## src/rtl/sdf_bf_stage16_pkg.sv

```systemverilog
// Shared widths, controller state encoding and the sum saturation helper for the
// 16-point SDF butterfly stage. SDF_BF_SAT_EN selects clamping instead of wrap.
package sdf_bf_stage16_pkg;

  localparam int BF_DW    = 16;
  localparam int BF_TW    = 8;
  localparam int BF_FRAC  = 6;
  localparam int BF_DEPTH = 8;

  typedef enum logic [1:0] {
    ST_IDLE    = 2'b00,
    ST_FIRST   = 2'b01,
    ST_SECOND  = 2'b10,
    ST_WAITING = 2'b11
  } bf_state_e;

  // A DW+1 wide sum overflows exactly when its two top bits disagree.
  function automatic logic signed [BF_DW-1:0] fit_sum(input logic signed [BF_DW:0] x);
`ifdef SDF_BF_SAT_EN
    if (!x[BF_DW] && x[BF_DW-1]) begin
      return {1'b0, {(BF_DW-1){1'b1}}};
    end else if (x[BF_DW] && !x[BF_DW-1]) begin
      return {1'b1, {(BF_DW-1){1'b0}}};
    end else begin
      return x[BF_DW-1:0];
    end
`else
    return BF_DW'(x);
`endif
  endfunction

endpackage

```

## src/rtl/sdf_bf_stage16_if.sv

```systemverilog
// Controller-to-butterfly bus: state, aligned port-A data and twiddle in, stage result out.
// valid_o qualifies data_out_r/i on the cycle it is high; there is no back-pressure.
interface sdf_bf_stage16_if;
  import sdf_bf_stage16_pkg::*;

  logic                valid_i;
  logic [1:0]          state;
  logic [BF_DW-1:0]    data_in_r;
  logic [BF_DW-1:0]    data_in_i;
  logic [BF_TW-1:0]    WN_r;
  logic [BF_TW-1:0]    WN_i;
  logic                valid_o;
  logic [BF_DW-1:0]    data_out_r;
  logic [BF_DW-1:0]    data_out_i;

  modport master (
    output valid_i, state, data_in_r, data_in_i, WN_r, WN_i,
    input  valid_o, data_out_r, data_out_i
  );

  modport slave (
    input  valid_i, state, data_in_r, data_in_i, WN_r, WN_i,
    output valid_o, data_out_r, data_out_i
  );

endinterface

```

## src/rtl/sdf_bf_stage16_cmul.sv

```systemverilog
// Combinational complex multiply B*W with round-half-up and FRAC shift.
// SDF_BF_SAT_EN clamps the result to DW bits; otherwise the low DW bits are kept.
module sdf_bf_stage16_cmul #(
  parameter int DW   = 16,
  parameter int TW   = 8,
  parameter int FRAC = 6
) (
  input  logic signed [DW-1:0] b_r_i,
  input  logic signed [DW-1:0] b_i_i,
  input  logic signed [TW-1:0] w_r_i,
  input  logic signed [TW-1:0] w_i_i,
  output logic signed [DW-1:0] p_r_o,
  output logic signed [DW-1:0] p_i_o
);

  localparam int PW = DW + TW;
  localparam int SW = DW + TW + 1;
  localparam logic signed [SW-1:0] HALF = SW'(2 ** (FRAC - 1));

  logic signed [PW-1:0] prod_rr;
  logic signed [PW-1:0] prod_ii;
  logic signed [PW-1:0] prod_ri;
  logic signed [PW-1:0] prod_ir;
  logic signed [SW-1:0] re_rnd;
  logic signed [SW-1:0] im_rnd;

  assign prod_rr = PW'(b_r_i) * PW'(w_r_i);
  assign prod_ii = PW'(b_i_i) * PW'(w_i_i);
  assign prod_ri = PW'(b_r_i) * PW'(w_i_i);
  assign prod_ir = PW'(b_i_i) * PW'(w_r_i);

  // Rounding offset is folded in before the shift so the shift floors to nearest.
  assign re_rnd = SW'(prod_rr) - SW'(prod_ii) + HALF;
  assign im_rnd = SW'(prod_ri) + SW'(prod_ir) + HALF;

  function automatic logic signed [DW-1:0] fit_prod(input logic signed [SW-1:0] x);
`ifdef SDF_BF_SAT_EN
    logic signed [SW-1:0] shifted;
    logic signed [SW-1:0] p_max;
    logic signed [SW-1:0] p_min;
    shifted = x >>> FRAC;
    p_max   = SW'(2 ** (DW - 1) - 1);
    p_min   = ~p_max;
    if (shifted > p_max) begin
      return p_max[DW-1:0];
    end else if (shifted < p_min) begin
      return p_min[DW-1:0];
    end else begin
      return shifted[DW-1:0];
    end
`else
    return DW'(x >>> FRAC);
`endif
  endfunction

  assign p_r_o = fit_prod(re_rnd);
  assign p_i_o = fit_prod(im_rnd);

endmodule

```

## src/rtl/sdf_bf_stage16.sv

```systemverilog
// Radix-2 DIF single-path delay-feedback butterfly for the 16-point stage.
// SDF_BF_SAT_EN selects saturating arithmetic; undefined gives two's-complement wrap.
module sdf_bf_stage16
  import sdf_bf_stage16_pkg::*;
(
  input  logic              clk,
  input  logic              rst,
  sdf_bf_stage16_if.slave   bf_if
);

  bf_state_e st;

  logic signed [BF_DW-1:0] a_r;
  logic signed [BF_DW-1:0] a_i;
  logic signed [BF_DW-1:0] b_r;
  logic signed [BF_DW-1:0] b_i;
  logic signed [BF_TW-1:0] w_r;
  logic signed [BF_TW-1:0] w_i;

  logic signed [BF_DW:0]   sum_r;
  logic signed [BF_DW:0]   sum_i;
  logic signed [BF_DW:0]   dif_r;
  logic signed [BF_DW:0]   dif_i;
  logic signed [BF_DW-1:0] mul_r;
  logic signed [BF_DW-1:0] mul_i;

  logic signed [BF_DW-1:0] line_r_q [BF_DEPTH];
  logic signed [BF_DW-1:0] line_i_q [BF_DEPTH];
  logic signed [BF_DW-1:0] line_r_d [BF_DEPTH];
  logic signed [BF_DW-1:0] line_i_d [BF_DEPTH];

  logic signed [BF_DW-1:0] push_r;
  logic signed [BF_DW-1:0] push_i;
  logic                    shift_en;

  logic signed [BF_DW-1:0] out_r_q;
  logic signed [BF_DW-1:0] out_i_q;
  logic signed [BF_DW-1:0] out_r_d;
  logic signed [BF_DW-1:0] out_i_d;
  logic                    valid_q;
  logic                    valid_d;

  assign st  = bf_state_e'(bf_if.state);
  assign a_r = bf_if.data_in_r;
  assign a_i = bf_if.data_in_i;
  assign w_r = bf_if.WN_r;
  assign w_i = bf_if.WN_i;

  // Head of the line is the oldest sample: the B input of the butterfly.
  assign b_r = line_r_q[0];
  assign b_i = line_i_q[0];

  assign sum_r = {a_r[BF_DW-1], a_r} + {b_r[BF_DW-1], b_r};
  assign sum_i = {a_i[BF_DW-1], a_i} + {b_i[BF_DW-1], b_i};
  assign dif_r = {b_r[BF_DW-1], b_r} - {a_r[BF_DW-1], a_r};
  assign dif_i = {b_i[BF_DW-1], b_i} - {a_i[BF_DW-1], a_i};

  sdf_bf_stage16_cmul #(
    .DW   (BF_DW),
    .TW   (BF_TW),
    .FRAC (BF_FRAC)
  ) u_cmul (
    .b_r_i (b_r),
    .b_i_i (b_i),
    .w_r_i (w_r),
    .w_i_i (w_i),
    .p_r_o (mul_r),
    .p_i_o (mul_i)
  );

  always_comb begin
    push_r   = a_r;
    push_i   = a_i;
    out_r_d  = '0;
    out_i_d  = '0;
    shift_en = (st != ST_IDLE);
    valid_d  = bf_if.valid_i && ((st == ST_FIRST) || (st == ST_SECOND));
    case (st)
      ST_FIRST: begin
        out_r_d = fit_sum(sum_r);
        out_i_d = fit_sum(sum_i);
        push_r  = fit_sum(dif_r);
        push_i  = fit_sum(dif_i);
      end
      ST_SECOND: begin
        out_r_d = mul_r;
        out_i_d = mul_i;
      end
      default: ;
    endcase
  end

  // The line advances in every non-IDLE state, so back-to-back frames stay aligned.
  always_comb begin
    line_r_d = line_r_q;
    line_i_d = line_i_q;
    if (shift_en) begin
      for (int k = 0; k < BF_DEPTH - 1; k++) begin
        line_r_d[k] = line_r_q[k+1];
        line_i_d[k] = line_i_q[k+1];
      end
      line_r_d[BF_DEPTH-1] = push_r;
      line_i_d[BF_DEPTH-1] = push_i;
    end
  end

  always_ff @(posedge clk or negedge rst) begin
    if (!rst) begin
      for (int k = 0; k < BF_DEPTH; k++) begin
        line_r_q[k] <= '0;
        line_i_q[k] <= '0;
      end
      out_r_q <= '0;
      out_i_q <= '0;
      valid_q <= 1'b0;
    end else begin
      line_r_q <= line_r_d;
      line_i_q <= line_i_d;
      out_r_q  <= out_r_d;
      out_i_q  <= out_i_d;
      valid_q  <= valid_d;
    end
  end

  assign bf_if.valid_o    = valid_q;
  assign bf_if.data_out_r = out_r_q;
  assign bf_if.data_out_i = out_i_q;

endmodule

```

## src/flat_wrapper.sv

```systemverilog
// flat-port wrapper written by rule: the top's interface ports become plain ports
module sdf_bf_stage16_flat import sdf_bf_stage16_pkg::*;
  (clk, rst, bf_if_valid_i, bf_if_state, bf_if_data_in_r, bf_if_data_in_i, bf_if_WN_r, bf_if_WN_i, bf_if_valid_o, bf_if_data_out_r, bf_if_data_out_i);
  sdf_bf_stage16_if bf_if_i ();
  input  logic clk;
  input  logic rst;
  input wire logic [$bits(bf_if_i.valid_i)-1:0] bf_if_valid_i;
  input wire logic [$bits(bf_if_i.state)-1:0] bf_if_state;
  input wire logic [$bits(bf_if_i.data_in_r)-1:0] bf_if_data_in_r;
  input wire logic [$bits(bf_if_i.data_in_i)-1:0] bf_if_data_in_i;
  input wire logic [$bits(bf_if_i.WN_r)-1:0] bf_if_WN_r;
  input wire logic [$bits(bf_if_i.WN_i)-1:0] bf_if_WN_i;
  output wire logic [$bits(bf_if_i.valid_o)-1:0] bf_if_valid_o;
  output wire logic [$bits(bf_if_i.data_out_r)-1:0] bf_if_data_out_r;
  output wire logic [$bits(bf_if_i.data_out_i)-1:0] bf_if_data_out_i;
  assign bf_if_i.valid_i = bf_if_valid_i;
  assign bf_if_i.state = bf_if_state;
  assign bf_if_i.data_in_r = bf_if_data_in_r;
  assign bf_if_i.data_in_i = bf_if_data_in_i;
  assign bf_if_i.WN_r = bf_if_WN_r;
  assign bf_if_i.WN_i = bf_if_WN_i;
  assign bf_if_valid_o = bf_if_i.valid_o;
  assign bf_if_data_out_r = bf_if_i.data_out_r;
  assign bf_if_data_out_i = bf_if_i.data_out_i;
  sdf_bf_stage16 u_core (.clk(clk), .rst(rst), .bf_if(bf_if_i));
endmodule
```

## config.mk

```make
export PLATFORM = sky130hd
export DESIGN_NAME = sdf_bf_stage16_flat
export DESIGN_NICKNAME = d
export VERILOG_FILES = /design/src/rtl/sdf_bf_stage16_pkg.sv /design/src/rtl/sdf_bf_stage16_if.sv /design/src/rtl/sdf_bf_stage16_cmul.sv /design/src/rtl/sdf_bf_stage16.sv /design/src/flat_wrapper.sv
export SDC_FILE = /design/constraint.sdc
export NUM_CORES = 2
export LEC_CHECK = 0
export ABC_AREA = 1
export CAP_MARGIN = 10
export CORE_MARGIN = 4
export CORE_UTILIZATION = 30
export DETAILED_ROUTE_END_ITERATION = 10
export GPL_TIMING_DRIVEN = 0
export SLEW_MARGIN = 10
export SYNTH_ARGS = -nofsm -noshare
export SYNTH_HDL_FRONTEND = slang
export SYNTH_SLANG_ARGS = --single-unit
```

## constraint.sdc

```tcl
create_clock -name clk -period 8.1 [get_ports clk]
set_input_delay 1.62 -clock clk [delete_from_list [all_inputs] [get_ports clk]]
set_output_delay 1.62 -clock clk [all_outputs]
set_load 0.03 [all_outputs]
```

==> reports/metrics.cfg <==
[global_route]
overflow=0
gr-usage-all-layers_pct=18.8
antenna_found_initial=6
grt_pass1_vias=27200
grt_max_degree=88
grt_pass1_wl_um=161000

[cts]
htree_levels=1
cts_buffers=29
clock_latency_ns=0.63
cts_root_buf=clkbuf_16
hold_buffers=0
clk_pin_slew_ns=0.07
cts_max_path_buffers=3
cts_tree=yes
cts.sink_count=289

[placed_design]
hpwl_um=85800
place.gp.congestion=0.946
portBuffers=79
pre_cts_slack_ns=-1.04

[floorplanning]
initial_utilization_pct=30.3
fp-row-count=119
ios=86
dieArea_um2=112000
fp.coreArea_um2=106000
die_h_um=335
die_w_um=335

[drt]
firstDrtPassIters=6
wl_per_cell_um=18.6
drtAntennaViolNets=0
drc=0
routed_via_density=4.71
drtIter0Drc=2092
drt_wl_total_um=105000
dr_total_vias=26500

[setup_path]
crit_path_frequent_cell=fa_1
critPathArrivalTime_ns=8.34
startpoint_type=input pin
critical_path.max_stage_delay_ns=0.76
rr_endpoint=u_core.bf_if.data_out_i[12]
end_kind=flip-flop
r2r_slack_ns=0.56
reg2reg_from=u_core.b_r[11]
critPathRequiredTime_ns=8.60
cp_top_family=adder cells
path_buf_inv=6
worstSetupPathType=in2reg
ff2ff_path_depth=24
cp_slowest_cell=clkdlybuf4s50_1
crit_chain=clkdlybuf4s50_1 > buf_2 > nand2_1 > inv_1 > fa_1 > fa_1 > fa_1 > fa_1 > fa_1 > inv_1 > fa_1 > inv_1 > ha_1 > nand2_1 > nor2_1 > nand2_1 > or2_2 > nand3_1 > inv_1 > nand2_1 > nand3_1 > a21oi_2
critPathMaxFanout=10

[synth]
synth-seq-cells=289
synthCells=4093
ys_seq_area_share_pct=22.6
synth_area_um2=32000
yosysTopAreaCell=fa_1
yosysWarnings=0
async_flop_share_pct=100
yosysUniqueCellTypes=43
syn-num-nets=4793
synth_top_area_share_pct=28.3
synth.avg_cell_area_um2=7.83
synth_edf_count=0
synth_area_leaders=fa_1 28%, dfrtp_1 23%, inv_1 12%, nand2_1 12%, ha_1 7.6%
synth_ff_type=dfrtp_1

[min_path]
hold_depth=2
hp-start=u_core.line_i_q[99]
whs_endpoint=u_core.b_i[3]
hold_path.class=reg2reg

[sta]
relSlewSlack_pct=27.3
rsz0062_at_grt=no
finalCriticalPeriod_ns=7.84
slew_violations=0
layout_setup_ws_ns=0.258
fin_crit_sh_pct=96.8
fmax_mhz=128
hold_viol=0
skew_ns=0.0357
tightest_slew_ns=1.08
finalSetupViolCount=0

[layout]
drive_gt1_share_pct=3.41
nNetsFinal=4906
nFillCells=11300
area_delta_synth_final_pct=11.5

[run]
maxCapViolCount=0

[run_status]
status=complete, no violations

-- through the flow --
stage / setup TNS [ns] / cells / util [%] / hold slack [ns] / cell area [um^2]
finish: 0 / 5622 / 33.8 / 0.478 / 35700
global route: 0 / 5620 / 33.8 / 0.505 / 35700
CTS: 0 / 5619 / 33.7 / 0.473 / 35700
detailed placement: -7.43 / 5566 / 32.8 / 0.456 / 34600
global placement: -2177.29 / 5563 / 32.7 / 0.458 / 34600
floorplan: 0 / 4093 / - / 0.442 / 32000
-- cells by family (layout without fill, tap and decap cells) --
logic type      Yosys count  count (layout)  synth area share (%)
simple gates           1302            1302                  16.4
buf+inv                1242            1377                  14.6
fa+ha+maj               647             647                  35.9
compound gates          583             583                  9.66
flops                   289             289                  22.6
xor+xnor                 30              30                 0.820
other cells               0               3                     0
-- cells in the final DEF, fill, tap and decap left out, types with 93 or more instances in the layout --
cell type	netlist	routed
a21oi_1	170	166
nand3_1	93	93
nor2_1	126	126
clkbuf_1	164	148
fa_1	452	452
o21ai_0	341	340
inv_1	1045	1045
nand2_1	985	985
dfrtp_1	289	289
ha_1	195	195
-- Yosys cell counts (2+ instances only) --
library cell / n
a211oi_1: 6
a21boi_0: 3
a21o_1: 7
a21oi_1: 170
a22oi_1: 7
a31o_2: 2
a31oi_1: 6
buf_1: 9
buf_2: 18
clkbuf_1: 164
clkbuf_2: 4
clkinv_1: 2
dfrtp_1: 289
fa_1: 452
ha_1: 195
inv_1: 1045
nand2_1: 985
nand2_2: 11
nand2b_1: 2
nand3_1: 93
nand3_2: 3
nand3b_1: 14
nand4_1: 15
nor2_1: 126
nor3_1: 22
nor4_1: 5
o211ai_1: 11
o21a_1: 3
o21ai_0: 341
o21ai_1: 5
o21bai_1: 16
o31ai_1: 2
or2_2: 22
xnor2_1: 6
xor2_1: 24
-- tightest hold or removal path, cell delays in order, from the launching register on --
cell	delay, ns
dfrtp_1	0.35
nand2_1	0.06
nand2_1	0.05
-- cell type report --
cell class / count / area (um^2) / share of cell area, %
repair buffers: 82 / 876 / 2.45
multi-input cells: 2562 / 20100 / 56.4
flip-flops and latches: 289 / 7230 / 20.3
diodes: 3 / 7.51 / 0.0210
clock buffers: 40 / 847 / 2.37
inverters: 1047 / 3930 / 11.0
plain buffers: 195 / 783 / 2.19
well taps: 1391 / 1740 / 4.87
clock inverters: 13 / 169 / 0.473
-- layer usage --
| metal | up-vias | global-route usage (%) | part of all wire [%] |
|---|---|---|---|
| li1 | 12300 | - | - |
| met1 | 13000 | 25.7 | 44 |
| met2 | 941 | 29.2 | 44 |
| met3 | 182 | 4.24 | 8.6 |
| met4 | 2 | 6.82 | 4.1 |
| met5 | - | 0 | 0.012 |
-- what timing repair did --
action / 4_1_cts / 5_1_grt
buffers inserted: 0 / 0
endpoints found under the setup margin: 5 / 7
gates cloned: 0 / 0
endpoints found under the hold margin: 0 / 0
resized for setup: 7 / 39
-- state kept, by name, indices dropped and copies added (netlist names) --
register and cells:
u_core.bf_if.data_out_i 16, u_core.b_r 16, u_core.line_r_q 112, u_core.bf_if.valid_o 1, u_core.b_i 16, u_core.bf_if.data_out_r 16
u_core.line_i_q 112
-- worst max-delay path by stage --
stage | startpoint | endpoint | slack (ns) | depth (start not counted)
finish | bf_if_WN_r[1] | u_core.bf_if.data_out_i[15] | 0.26 | 22
global route | bf_if_WN_r[1] | u_core.bf_if.data_out_i[15] | 0.01 | 22
CTS | bf_if_WN_i[2] | u_core.bf_if.data_out_i[15] | 0.04 | 24
detailed placement | bf_if_WN_i[3] | u_core.bf_if.data_out_i[15] | -1.04 | 24
global placement | rst | u_core.bf_if.data_out_i[11] | -7.55 | 1
floorplan | bf_if_WN_r[5] | u_core.bf_if.data_out_r[9] | 1.25 | 23
Power is left out: the tool's default activity adds up to more than one toggle a clock period on the data nets, which glitch-free logic cannot reach.
